[config.mk]
export PLATFORM = sky130hd
export DESIGN_NAME = multicycle_controller
export DESIGN_NICKNAME = d
export VERILOG_FILES = /design/src/rtl/multicycle_controller.sv
export SDC_FILE = /design/constraint.sdc
export NUM_CORES = 1
export LEC_CHECK = 0
export ABC_AREA = 0
export CORE_MARGIN = 2
export CORE_UTILIZATION = 34
export DETAILED_ROUTE_END_ITERATION = 10
export GPL_TIMING_DRIVEN = 0
export PLACE_DENSITY = 0.87
export SYNTH_ARGS = -nofsm -noshare
export SYNTH_HDL_FRONTEND = slang
export SYNTH_SLANG_ARGS = --single-unit
[constraint.sdc]
create_clock -name clk -period 1.6 [get_ports clk]
set_input_delay 0.32 -clock clk [delete_from_list [all_inputs] [get_ports clk]]
set_output_delay 0.32 -clock clk [all_outputs]
set_load 0.02 [all_outputs]
[src/rtl/multicycle_controller.sv]
// multicycle_controller: multi-cycle control unit for the RV32I core.
// Sequences FETCH/DECODE/EXEC/MEM/WB over a shared req/ready memory port,
// traps on illegal opcodes and on memory requests that are never answered.
// Optional feature: define MC_RETIRE_CNT_EN to build the retired-instruction
// counter; without it the retired port is tied to zero and has no flops.
module multicycle_controller #(
    parameter int TIMEOUT_CYC = 16,
    parameter int CNT_W       = 32
) (
    input  logic             clk,
    input  logic             reset,
    input  logic [6:0]       opcode,
    input  logic [2:0]       funct3,
    input  logic [6:0]       funct7,
    input  logic             zero,
    input  logic             mem_ready,
    output logic             pc_write,
    output logic             ir_write,
    output logic             addr_sel,
    output logic             mem_req,
    output logic             mem_we,
    output logic             alu_src,
    output logic [3:0]       alu_cc,
    output logic             reg_write,
    output logic             mem2reg,
    output logic [2:0]       state,
    output logic             trap,
    output logic [CNT_W-1:0] retired
);

    typedef enum logic [2:0] {
        FETCH  = 3'd0,
        DECODE = 3'd1,
        EXEC   = 3'd2,
        MEM    = 3'd3,
        WB     = 3'd4,
        TRAP   = 3'd7
    } state_t;

    localparam int WAIT_W = (TIMEOUT_CYC > 2) ? $clog2(TIMEOUT_CYC) : 1;
    localparam logic [WAIT_W-1:0] WAIT_MAX = WAIT_W'(TIMEOUT_CYC - 1);

    localparam logic [3:0] CC_AND = 4'b0000;
    localparam logic [3:0] CC_OR  = 4'b0001;
    localparam logic [3:0] CC_ADD = 4'b0010;
    localparam logic [3:0] CC_XOR = 4'b0011;
    localparam logic [3:0] CC_SUB = 4'b0110;
    localparam logic [3:0] CC_SLT = 4'b0111;

    state_t            cur;
    logic [WAIT_W-1:0] waitCnt;

    logic isR, isI, isLoad, isStore, isBranch, legal;
    logic [3:0] aluCode;
    logic       aluOk;

    assign isR      = (opcode == 7'b0110011);
    assign isI      = (opcode == 7'b0010011);
    assign isLoad   = (opcode == 7'b0000011);
    assign isStore  = (opcode == 7'b0100011);
    assign isBranch = (opcode == 7'b1100011);
    assign legal    = isR | isI | isLoad | isStore | isBranch;

    // ALU operation from funct3/funct7; R-type only accepts funct7 of
    // 0000000, or 0100000 together with funct3=000 (SUB). I-type ignores funct7.
    always_comb begin
        aluCode = CC_ADD;
        aluOk   = 1'b1;
        case (funct3)
            3'b000:  aluCode = (isR && funct7[5]) ? CC_SUB : CC_ADD;
            3'b111:  aluCode = CC_AND;
            3'b110:  aluCode = CC_OR;
            3'b100:  aluCode = CC_XOR;
            3'b010:  aluCode = CC_SLT;
            default: aluOk   = 1'b0;
        endcase
        if (isR) begin
            if (funct7[6] || (funct7[4:0] != 5'd0)) begin
                aluOk = 1'b0;
            end
            if (funct7[5] && (funct3 != 3'b000)) begin
                aluOk = 1'b0;
            end
        end
    end

    // State register and memory wait counter; the counter only runs while a
    // request is outstanding and is cleared whenever the state moves on.
    always_ff @(posedge clk or negedge reset) begin
        if (!reset) begin
            cur     <= FETCH;
            waitCnt <= '0;
        end else begin
            case (cur)
                FETCH: begin
                    if (mem_ready) begin
                        cur     <= DECODE;
                        waitCnt <= '0;
                    end else if (waitCnt == WAIT_MAX) begin
                        cur     <= TRAP;
                        waitCnt <= '0;
                    end else begin
                        waitCnt <= waitCnt + 1'b1;
                    end
                end
                DECODE: begin
                    cur <= legal ? EXEC : TRAP;
                end
                EXEC: begin
                    if (isR || isI) begin
                        cur <= aluOk ? WB : TRAP;
                    end else if (isLoad || isStore) begin
                        cur <= MEM;
                    end else if (isBranch) begin
                        cur <= FETCH;
                    end else begin
                        cur <= TRAP;
                    end
                end
                MEM: begin
                    if (mem_ready) begin
                        cur     <= isStore ? FETCH : WB;
                        waitCnt <= '0;
                    end else if (waitCnt == WAIT_MAX) begin
                        cur     <= TRAP;
                        waitCnt <= '0;
                    end else begin
                        waitCnt <= waitCnt + 1'b1;
                    end
                end
                WB: begin
                    cur <= FETCH;
                end
                TRAP: begin
                    cur <= TRAP;
                end
                default: begin
                    cur <= TRAP;
                end
            endcase
        end
    end

    // Control outputs decoded from the current state; PC/IR load in FETCH is
    // qualified by the handshake so they fire only in the completing cycle.
    always_comb begin
        pc_write  = 1'b0;
        ir_write  = 1'b0;
        addr_sel  = 1'b0;
        mem_req   = 1'b0;
        mem_we    = 1'b0;
        alu_src   = 1'b0;
        alu_cc    = 4'b0000;
        reg_write = 1'b0;
        mem2reg   = 1'b0;
        trap      = 1'b0;
        case (cur)
            FETCH: begin
                mem_req  = 1'b1;
                pc_write = mem_ready;
                ir_write = mem_ready;
            end
            EXEC: begin
                if (isR) begin
                    alu_cc = aluCode;
                end else if (isI) begin
                    alu_src = 1'b1;
                    alu_cc  = aluCode;
                end else if (isLoad || isStore) begin
                    alu_src = 1'b1;
                    alu_cc  = CC_ADD;
                end else if (isBranch) begin
                    alu_cc   = CC_SUB;
                    pc_write = zero;
                end
            end
            MEM: begin
                mem_req  = 1'b1;
                addr_sel = 1'b1;
                mem_we   = isStore;
            end
            WB: begin
                reg_write = 1'b1;
                mem2reg   = isLoad;
            end
            TRAP: begin
                trap = 1'b1;
            end
            default: begin
                trap = 1'b0;
            end
        endcase
    end

    assign state = cur;

`ifdef MC_RETIRE_CNT_EN
    logic [CNT_W-1:0] retCnt;
    logic             retireEvt;

    assign retireEvt = (cur == WB)
                     || ((cur == MEM) && isStore && mem_ready)
                     || ((cur == EXEC) && isBranch);

    // Retired-instruction counter, bumped on every return to FETCH that ends
    // an instruction; it wraps naturally and stops once the FSM traps.
    always_ff @(posedge clk or negedge reset) begin
        if (!reset) begin
            retCnt <= '0;
        end else if (retireEvt) begin
            retCnt <= retCnt + 1'b1;
        end
    end

    assign retired = retCnt;
`else
    assign retired = '0;
`endif

endmodule

==> reports/metrics.csv <==
metric,value,unit
Startpoint Class,input port,
fin crit period,1.80,ns
asr flop ratio synth,100,%
final WL,2.41,mm
Final ANT Viol Nets,0,
vias in the first global route,950,
RePlAce Congestion,0.824,
Critical Path RT,1.28,ns
num ports,69,
Mapped Area,906,um2
Syn. warnings,0,
PD cells,751,mW/mm2
Avg Vias per Cell,4.39,
Via Count,1058,
clock transition at the registers of the reported paths,0.05,ns
final worst path period share,112,%
Tot Pwr,1.27,mW
fin nets,234,
max frequency,556,MHz
Synth Register Bits,7,
Setup WS post-layout,-0.199,ns
critical path class,in -> out,
Combinational Power Share,64.0,%
Std-Cell Rows,18,
peak supply drop,0.825,mV
Setup-failing EPs final,8,
Pre-Repair DR Iteration Count,5,
Die Wd,55.6,um
first-pass GRT wire length,3.88,mm
gr usage total,14.9,%
LEAKAGE,0.852,nW
CP Max Fanout,6,
initial core utilization,36.2,%
largest stage delay on the critical path,0.38,ns
crit-path cells,buf_6 > inv_2 > or3_4 > or3_4 > a21oi_4 > buf_6,
family with the most delay on the worst path,simple AND/OR/NAND/NOR gates,
arrival time at the worst endpoint,1.48,ns
WL per Instance,9.99,um
Cells after Synth,122,
clock sinks,7,
most frequent cells in the layout,"52 x buf_4, 33 x conb_1, 13 x buf_6",
clk root buf,clkbuf_4,
post-synthesis average cell area,7.43,um2
DRT iter0 DRCs,37,
Core Region,0.00250,mm2
Hold Buf Count CTS,0,
diode count,0,
"most common cell after layout, fill and taps aside",buf_4,
Residual DRC,0,
H-tree depth reported by CTS,1,
cts bufs inserted,3,
Worst Setup SP,opcode[4],
Setup Skew,0.000656,ns
Sequential Power Share,24.2,%
final number of hold-violating endpoints,0,
R2R Setup Slk,0.11,ns
crit path capture type,primary output,
status,finished with violations,
Clk network pwr share,11.8,%
Sw Share,43.5,%
HP Class,in -> async,
violated checks,setup timing,
initial antenna violation count,0,
sequential share of the synthesized area,19.3,%
FF-to-FF Start,state[1],
Post-synth EDFFs,0,
CTS tree,yes,
DP Wirelength,1.77,mm
synth unique cells,44,
share of cells above drive strength 1,45.5,%
RSZ-0062 raised after global routing,true,
CTS max path bufs,2,
PortBufs,34,
worst path buffer plus inverter count,3,
P&R area growth vs syn,85.9,%
Slowest cell on crit path,or3_4,
final hold slack,0.323,ns
Worst-Skew Late Latency,0.24,ns
Int Power,715,uW
grt ovf,0,
Max Slew Vio Count,0,
DIE AREA,0.00309,mm2
Synth Flop Type,dfrtp_1,
NetSw,550,uW
Max-Cap Viols,0,
largest net degree at the start of global routing,11,
DIE HEIGHT,55.6,um
worst reg2reg max path, cell delays in order, from the launching register on:
cell and delay (ns):
dfrtp_1 0.39, buf_6 0.14, buf_4 0.12, buf_4 0.13, a211o_1 0.22, a211o_1 0.25, o211a_1 0.13
per-stage QoR:
| step | TNS (ns) | setup WS, ns | cells | utilization (%) | area [um2] |
|---|---|---|---|---|---|
| 4_1_cts | -1.02 | -0.194 | 237 | 65.6 | 1640 |
| 3_5_place_dp | -9.05 | -1.23 | 218 | 58.6 | 1470 |
| 5_1_grt | -1.38 | -0.238 | 241 | 67.4 | 1680 |
| 2_1_floorplan | -0.117 | -0.0759 | 154 | - | 1090 |
| 3_3_place_gp | -8.85 | -1.21 | 218 | 58.6 | 1470 |
| 6_report | -0.831 | -0.199 | 241 | 67.4 | 1680 |
final timing paths:
| check | end | cells after the start |
|---|---|---|
| setup / recovery | alu_cc[2] | 6 |
| hold / removal | state[1] | 1 |
| setup reg to reg | state[0] | 6 |
| hold reg to reg | waitCnt[1] | 2 |
| max in group asynchronous | state[0] | 1 |
| min in group clk | waitCnt[3] | 2 |
what timing repair did:
action | 4_1_cts | 5_1_grt
endpoints found under the setup margin | 17 | 12
buffers inserted | 15 | 4
resized for setup | 98 | 12
pin swaps | 12 | 8
endpoints found under the hold margin | 0 | 0
logic make-up (layout without fill, tap and decap cells):
group / count (synthesis) / count (layout) / synth area share (%)
and+or+nand+nor: 40 / 40 / 23.2
AOI/OAI and AO/OA: 31 / 31 / 24.3
adders and majority gates: 1 / 1 / 1.38
other: 1 / 33 / 0.414
DFF: 7 / 7 / 19.3
buffers and inverters: 42 / 99 / 31.4
sequential cells by signal (all words and copies together) (netlist names):
| signal | flops |
|---|---|
| waitCnt | 4 |
| state | 3 |
per-layer routing:
layer / vias to the layer above / global-route usage [%] / wire length (um)
li1: 543 / - / -
met1: 470 / 17.5 / 959
met2: 43 / 27.9 / 1280
met3: 2 / 1.16 / 169
met4: 0 / 5.23 / 2
met5: - / 0 / 0
final cells by class:
| class | count | area, um2 |
|---|---|---|
| plain buffers | 36 | 268 |
| clock buffers | 4 | 26.3 |
| fillers | 217 | 816 |
| inverters | 6 | 25.0 |
| multi-input cells | 105 | 674 |
| flip-flops and latches | 7 | 178 |
| well taps | 30 | 37.5 |
| repair buffers | 53 | 475 |
power by group through the flow:
| stage | registers, mW | clock network, mW | logic [mW] |
|---|---|---|---|
| after floorplan | 0.325 | 0 | 0.442 |
| after global placement | 0.316 | 0 | 0.674 |
| after detailed placement | 0.316 | 0 | 0.680 |
| after CTS | 0.304 | 0.157 | 0.798 |
| after global routing | 0.316 | 0.177 | 0.879 |
| final | 0.306 | 0.150 | 0.809 |
Yosys cell counts, types with 3 or more instances:
library cell | number | area, um2
nor2_1 | 10 | 37.5
nand2_1 | 8 | 30.0
a21oi_1 | 6 | 30.0
o21ai_0 | 3 | 15.0
nand3_1 | 5 | 25.0
o31a_1 | 3 | 26.3
dfrtp_1 | 7 | 175
buf_4 | 33 | 248
inv_1 | 5 | 18.8
Power figures use the tool's default switching activity.
